--- src/rtl/square_sched_if.sv ---
// rtl/square_sched_if.sv - request/result handshake bundle for square_sched
interface square_sched_if #(
  parameter int n = 3,
  parameter int R = 4
);
  localparam int IDW = $clog2(R);

  logic [R-1:0]   req_valid;
  logic [R*n-1:0] req_data;
  logic [R-1:0]   req_ready;
  logic           res_valid;
  logic [2*n-1:0] res_data;
  logic [IDW-1:0] res_id;
  logic           res_ready;
  logic           busy;

  modport master (
    output req_valid, req_data, res_ready,
    input  req_ready, res_valid, res_data, res_id, busy
  );

  modport slave (
    input  req_valid, req_data, res_ready,
    output req_ready, res_valid, res_data, res_id, busy
  );
endinterface

--- src/rtl/square_sched.sv ---
// rtl/square_sched.sv - round-robin scheduler sharing one iterative shift-add squarer
// Optional SQ_SHORTCUT_EN: accepted operands 0 and 1 bypass CALC straight to DONE.
module square_sched #(
  parameter int n = 3,
  parameter int R = 4
) (
  input logic           clk,
  input logic           rst,
  square_sched_if.slave bus
);
  localparam int IDW = $clog2(R);
  localparam int CW  = (n > 1) ? $clog2(n) : 1;
  localparam int W2  = 2 * n;

  typedef enum logic [1:0] {IDLE, CALC, DONE} state_t;
  state_t state_q, state_d;

  logic [IDW-1:0] rr_ptr;
  logic [n-1:0]   a;
  logic [IDW-1:0] id;
  logic [W2-1:0]  acc;
  logic [CW-1:0]  cnt;

  logic           res_valid_q;
  logic [W2-1:0]  res_data_q;
  logic [IDW-1:0] res_id_q;
  logic           busy_q;

  logic           grant_found;
  logic [IDW-1:0] grant_idx;
  logic [IDW-1:0] cand;
  logic [n-1:0]   grant_data;
  logic [W2-1:0]  acc_step;
  logic           last_step;
  logic           shortcut;

  // Search starts just past the last served requester and wraps.
  always_comb begin
    grant_found = 1'b0;
    grant_idx   = '0;
    cand        = '0;
    for (int i = 1; i <= R; i++) begin
      cand = IDW'((int'(rr_ptr) + i) % R);
      if (!grant_found && bus.req_valid[cand]) begin
        grant_found = 1'b1;
        grant_idx   = cand;
      end
    end
  end

  always_comb begin
    grant_data = '0;
    for (int k = 0; k < R; k++) begin
      if (grant_idx == IDW'(k)) grant_data = bus.req_data[k*n +: n];
    end
  end

  assign acc_step  = a[cnt] ? acc + (W2'(a) << cnt) : acc;
  assign last_step = (cnt == CW'(n - 1));

`ifdef SQ_SHORTCUT_EN
  assign shortcut = (grant_data[n-1:1] == '0);
`else
  assign shortcut = 1'b0;
`endif

  always_ff @(posedge clk) begin
    if (rst) state_q <= IDLE;
    else     state_q <= state_d;
  end

  always_comb begin
    state_d       = state_q;
    bus.req_ready = '0;
    unique case (state_q)
      IDLE: begin
        if (grant_found) begin
          state_d = shortcut ? DONE : CALC;
          if (!rst) bus.req_ready = R'(1) << grant_idx;
        end
      end
      CALC:    if (last_step) state_d = DONE;
      DONE:    if (bus.res_ready) state_d = IDLE;
      default: state_d = IDLE;
    endcase
  end

  always_ff @(posedge clk) begin
    if (rst) begin
      rr_ptr      <= IDW'(R - 1);
      a           <= '0;
      id          <= '0;
      acc         <= '0;
      cnt         <= '0;
      res_valid_q <= 1'b0;
      res_data_q  <= '0;
      res_id_q    <= '0;
      busy_q      <= 1'b0;
    end else begin
      busy_q <= (state_d != IDLE);
      unique case (state_q)
        IDLE: begin
          if (grant_found) begin
            a      <= grant_data;
            id     <= grant_idx;
            rr_ptr <= grant_idx;
            acc    <= '0;
            cnt    <= '0;
            if (shortcut) begin
              res_valid_q <= 1'b1;
              res_data_q  <= W2'(grant_data);
              res_id_q    <= grant_idx;
            end
          end
        end
        CALC: begin
          acc <= acc_step;
          cnt <= cnt + 1'b1;
          if (last_step) begin
            res_valid_q <= 1'b1;
            res_data_q  <= acc_step;
            res_id_q    <= id;
          end
        end
        DONE:    if (bus.res_ready) res_valid_q <= 1'b0;
        default: ;
      endcase
    end
  end

  assign bus.res_valid = res_valid_q;
  assign bus.res_data  = res_data_q;
  assign bus.res_id    = res_id_q;
  assign bus.busy      = busy_q;
endmodule
--- src/flat_wrapper.sv ---
// flat-port wrapper written by rule: the top's interface ports become plain ports
module square_sched_flat 
#(
  parameter int n = 3,
  parameter int R = 4
)
  (clk, rst, bus_req_valid, bus_req_data, bus_res_ready, bus_req_ready, bus_res_valid, bus_res_data, bus_res_id, bus_busy);
  square_sched_if #(.n(n), .R(R)) bus_i ();
  input logic clk;
  input logic rst;
  input wire logic [$bits(bus_i.req_valid)-1:0] bus_req_valid;
  input wire logic [$bits(bus_i.req_data)-1:0] bus_req_data;
  input wire logic [$bits(bus_i.res_ready)-1:0] bus_res_ready;
  output wire logic [$bits(bus_i.req_ready)-1:0] bus_req_ready;
  output wire logic [$bits(bus_i.res_valid)-1:0] bus_res_valid;
  output wire logic [$bits(bus_i.res_data)-1:0] bus_res_data;
  output wire logic [$bits(bus_i.res_id)-1:0] bus_res_id;
  output wire logic [$bits(bus_i.busy)-1:0] bus_busy;
  assign bus_i.req_valid = bus_req_valid;
  assign bus_i.req_data = bus_req_data;
  assign bus_i.res_ready = bus_res_ready;
  assign bus_req_ready = bus_i.req_ready;
  assign bus_res_valid = bus_i.res_valid;
  assign bus_res_data = bus_i.res_data;
  assign bus_res_id = bus_i.res_id;
  assign bus_busy = bus_i.busy;
  square_sched #(.n(n), .R(R)) u_core (.clk(clk), .rst(rst), .bus(bus_i));
endmodule
--- config.mk ---
export PLATFORM = sky130hd
export DESIGN_NAME = square_sched_flat
export DESIGN_NICKNAME = d
export VERILOG_FILES = /design/src/rtl/square_sched_if.sv /design/src/rtl/square_sched.sv /design/src/flat_wrapper.sv
export SDC_FILE = /design/constraint.sdc
export NUM_CORES = 1
export LEC_CHECK = 0
export ABC_AREA = 1
export ABC_CLOCK_PERIOD_IN_PS = 3000
export CAP_MARGIN = 15
export CORE_MARGIN = 2
export CORE_UTILIZATION = 40
export DETAILED_ROUTE_END_ITERATION = 7
export GPL_TIMING_DRIVEN = 0
export PLACE_DENSITY = 0.68
export SYNTH_ARGS = -nofsm -noshare
export SYNTH_HDL_FRONTEND = slang
export SYNTH_SLANG_ARGS = --single-unit
export TNS_END_PERCENT = 1
--- constraint.sdc ---
create_clock -name clk -period 3 [get_ports clk]
set_input_delay 0.6 -clock clk [delete_from_list [all_inputs] [get_ports clk]]
set_output_delay 0.6 -clock clk [all_outputs]
set_load 0.005 [all_outputs]
* After elaboration in Yosys (flattened, before gate mapping) *
Index checks and enable logic that the tools add are counted.

storage, ports and cells
  register bits after elaboration = 27
  bits in latches = 0
  bits in writable memories = 0
  memory bits (read-only) = 0
  input port bits = 19
  output and inout port bits = 14
  word-level logic and storage cells = 84
  memories = 0

cells by class
  add/subtract/negate cells = 6
  multipliers = 0
  div/mod/pow operators = 0
  $lt $le $gt $ge = 5
  equal/unequal tests = 9
  shift operators = 2
  multiplexer cells = 37
  bitwise operators = 0
  reduce and logical (&&, ||, !) cells = 15

operators with widths
  operator             number
  $mux 2               8
  $lt 2x3->1 const B   5
  $mux 3               4
  $mux 4               3
  $mux 6               2
  $pmux 6 s2           1
  $mux 1               11
  $bmux 1 s2           5
  $eq 2x2->1 const B   4
  $add 2x1->2 const B  3
  $add 6x6->6          1
  $pmux 2 s3           1
  $reduce_and 2->1     3
  $reduce_bool 2->1    3
  $shl 3x2->6          1
  $add 2x2->2 const B  2
  $eq 2x1->1 const B   2
  $logic_not 2->1      2
  $ne 2x1->1 const B   2
  $pmux 2 s2           1
  $shl 1x2->4 const A  1
  $logic_and 1x1->1    3
  $logic_not 1->1      3
  $reduce_and 3->1     1
  other kinds (2)      2

* Depth between registers and ports, before layout *
  word-level depth = 18
  mapped depth = 15

* Least setup slack after synthesis *
No wires, ideal clock.

  kind = input -> output
  from = input port bus_req_valid[3]
  to = output port bus_req_ready[0]
  arrival = 1.655 ns
  data required time = 2.400 ns
  slack = 0.745 ns
  stages on the path = 9
  path buffers = 0
  cell sequence = inv_1 > nand2_1 > nand2_1 > o21ai_0 > nand3b_1 > nand2_2 > inv_1 > nand2_1 > nor3_1

on the way
  longest elaborated chain between the ends = 16

RTL lines
  what                          RTL line            text
  from (decl)                   flat_wrapper.sv:11  input wire logic [$bits(bus_i.req_valid)-1:0] bus_req_valid;
  $bmux 1 s2                    square_sched.sv:44  if (!grant_found && bus.req_valid[cand]) begin
  $mux 1 (not written as such)  square_sched.sv:44
  $mux 1                        square_sched.sv:44
  $logic_not 1->1               square_sched.sv:44
  $logic_and 1x1->1             square_sched.sv:44
  $mux 1                        square_sched.sv:44
  $logic_not 1->1               square_sched.sv:44
  $logic_and 1x1->1             square_sched.sv:44
  $mux 1                        square_sched.sv:44
  $logic_not 1->1               square_sched.sv:44
  $logic_and 1x1->1             square_sched.sv:44
  $mux 2                        square_sched.sv:44
  $shl 1x2->4                   square_sched.sv:79  if (!rst) bus.req_ready = R'(1) << grant_idx;
  $mux 4                        square_sched.sv:79
  $mux 4 (*)                    square_sched.sv:77  if (grant_found) begin
  $mux 4 (*)                    square_sched.sv:75  unique case (state_q)
  to (decl)                     flat_wrapper.sv:14  output wire logic [$bits(bus_i.req_ready)-1:0] bus_req_ready;

Mark *: on every way between the ends. The rest lies on a longest branch, timed or not. The select of a mux whose other input is x is not followed.

* Worst setup path in the final report *
  from = input port bus_req_valid[3]
  to = output port bus_req_ready[2]

The elaborated chain is that of the path after synthesis.

==> impl_metrics.json <==
{
  "routedWlPerCell_um": 10.6,
  "grt.overflow.total": 0,
  "cts.sinks": 27,
  "ys_seq_area_share_pct": 30.4,
  "coreArea_um2": 4320,
  "antenna-diode-count": 0,
  "synth_top_area_cell": "dfxtp_1",
  "clkPwrFrac_pct": 11.0,
  "p_leak_nw": 0.994,
  "hold_viol_final": 0,
  "multi_input_area_um2": 1070,
  "internal_power_mw": 0.943,
  "ys.flop_type": "dfxtp_1",
  "p_sw_mw": 0.898,
  "regArea_um2": 541,
  "powerDensity_nw_per_um2": 822,
  "antenna_found_initial": 0,
  "dieWidth_um": 70.7,
  "seq_power_share_pct": 24.8,
  "irDropWorstVdd_mv": 0.708,
  "crit_chain": "clkdlybuf4s50_1 -> inv_1 -> nand2_1 -> nand2_1 -> o21ai_2 -> nand3b_1 -> nand2_4 -> inv_4 -> nand2_2 -> nor3_2 -> dlygate4sd2_1",
  "hold_class": "register to register",
  "grt_max_degree": 16,
  "cp_data_arrival_time_ns": 2.28,
  "initial_utilization_pct": 41.1,
  "end_kind": "output port",
  "viasPerCell": 4.86,
  "crit_path_max_fanout": 6,
  "outcome": "finished, final reports clean",
  "tritoncts": "built",
  "path_common_cell": "nand2_1",
  "drtIter0Drc": 79,
  "crit_path_max_incr_delay_ns": 0.49,
  "finalPower_mw": 1.84,
  "async_reset_ff_share_pct": 0,
  "syn_area_um2": 1780,
  "holdWs_ns": 0.464,
  "cp-start-kind": "input pin",
  "tightest_slew_ns": 0.543,
  "synth.area.top_cells": "dfxtp_1 30%, nand2_1 15%, a21oi_1 7.6%",
  "finalClockSkew_ns": 0.00298,
  "worstSetupPathType": "input pin to output port",
  "fin_crit_sh_pct": 96.1,
  "grt_usage_pct": 15.5,
  "fmax_mhz": 347,
  "cts_root_buf": "clkbuf_8",
  "num_rows": 24,
  "drc_errors": 0,
  "syn_nets": 294,
  "drive_above_1_share_pct": 15.7,
  "clkTransAtPathRegs_ns": 0.09,
  "gp_congestion": 0.798,
  "cts_buffers": 3,
  "mostFrequentLayoutCell": "nand2_1",
  "synth_edf_count": 0,
  "required_ns": 2.40,
  "synthDistinctLibCells": 32,
  "dieArea_um2": 4990,
  "yosys_warnings": 0,
  "clk_latency_ns": 0.27,
  "cts_buffer_depth": 2,
  "maxCapViolCount": 0,
  "nets": 332,
  "routed_wirelength_um": 3770,
  "vias": 1735,
  "pin_count": 33,
  "grt_pass1_wl_um": 6560,
  "fp.dieH_um": 70.7,
  "dr.pass1.iters": 4,
  "dp_hpwl_um": 2920,
  "period_needed_ns": 2.88,
  "slew_violations": 0,
  "h-tree-depth": 1,
  "avgSynthCellArea_um2": 6.63,
  "areaGrowthSynthToFinish_pct": 26.0,
  "comb_power_share_pct": 64.2,
  "ant_nets": 0,
  "synth_top_area_share_pct": 30.4,
  "grt_pass1_vias": 1593,
  "finalSetupViolCount": 0,
  "synthCells": 268,
  "r2r_slack_ns": 0.65,
  "io_buffers": 31,
  "nFillCells": 457,
  "ys_ff_latch": 27,
  "switching_share_pct": 48.8,
  "mostFrequentLayoutCells": "67 x nand2_1, 35 x inv_1, 27 x a21oi_1, 27 x clkdlybuf4s50_1, 27 x dfxtp_1",
  "relSlewSlack_pct": 63.8,
  "slowest_stage": "clkdlybuf4s50_1"
}
## power groups by stage
stage | Clock (mW) | Sequential [mW] | Combinational (mW)
finish | 0.203 | 0.457 | 1.18
global route | 0.226 | 0.463 | 1.32
CTS | 0.209 | 0.456 | 1.17
detailed placement | 0 | 0.463 | 1.11
global placement | 0 | 0.463 | 1.10
floorplan | 0 | 0.455 | 0.879
## routing by layer
layer,vias up,part of all wire (%),GRT usage [%]
met5,-,0,0
met4,0,0.66,2.52
met3,5,3.1,2.42
met2,28,48,29.0
met1,770,48,19.1
li1,932,-,-
## synthesized netlist by cell type, types with 2 or more instances
cell / count
nand2_1: 70
ha_1: 6
nor3_1: 4
inv_4: 2
nand2_4: 3
nand2_2: 9
nor2_4: 2
nor2_1: 16
clkbuf_1: 5
a21oi_1: 27
dfxtp_1: 27
nand3_1: 17
o21ai_0: 16
xor2_1: 2
o211ai_1: 2
inv_1: 36
inv_2: 3
nand3_2: 4
a21oi_2: 3
o21ai_1: 2
## critical path: cells and delay by family
kind | cells | cell delay (ns)
AO/OA/AOI/OAI | 1 | 0.15
buffers and inverters | 4 | 0.87
AND/OR/NAND/NOR | 6 | 0.67
## cell families (layout without fill, tap and decap cells)
group | count (synthesis) | count (layout) | synth area share [%]
AOI/OAI and AO/OA | 53 | 53 | 16.1
muxes | 1 | 1 | 0.563
adders and majority gates | 7 | 7 | 5.35
buffers and inverters | 49 | 86 | 11.5
and+or+nand+nor | 128 | 128 | 34.6
xor gates and xnor gates | 3 | 3 | 1.48
DFF | 27 | 27 | 30.4
## timing repair
action,in CTS,in global routing
setup buffers,2,0
cloned,0,0
endpoints found under the hold margin,0,0
endpoints found under the setup margin,4,4
pin swaps,3,0
hold buffers,0,0
gates resized for setup,12,12
## flip-flops by register name (all words and copies together), names as in the netlist
| name | count |
|---|---|
| u_core.a | 3 |
| u_core.acc | 6 |
| u_core.bus.busy | 1 |
| u_core.bus.res_data | 6 |
| u_core.bus.res_id | 2 |
| u_core.bus.res_valid | 1 |
| u_core.cnt | 2 |
| u_core.id | 2 |
| u_core.rr_ptr | 2 |
| u_core.state_q | 2 |
## final cells by class
class | instances | area share [%]
multi-input cells | 192 | 47.8
flip-flops and latches | 27 | 24.1
repair buffers | 33 | 13.8
inverters | 42 | 7.71
well taps | 52 | 2.91
clock buffers | 3 | 1.84
plain buffers | 7 | 1.56
clock inverters | 1 | 0.223
## worst paths after layout
check,cells after the start,startpoint,endpoint
worst min register to register,2,u_core.bus.res_id[0],u_core.bus.res_id[0]
worst min-delay path,2,u_core.bus.res_id[0],u_core.bus.res_id[0]
worst max-delay path,11,bus_req_valid[3],bus_req_ready[2]
worst max register to register,13,u_core.cnt[0],u_core.acc[5]
## through the flow
step	area (um2)	TNS, ns	instances	util [%]	worst slack, ns
floorplan	1780	0	268	-	0.745
global placement	2150	-1.72	351	49.8	-0.452
detailed placement	2150	-1.76	351	49.8	-0.461
CTS	2230	0	357	51.6	0.0261
global route	2240	-0.0400	357	51.8	-0.0290
finish	2240	0	357	51.8	0.118
Note: power is estimated with default switching activity, not from simulation.
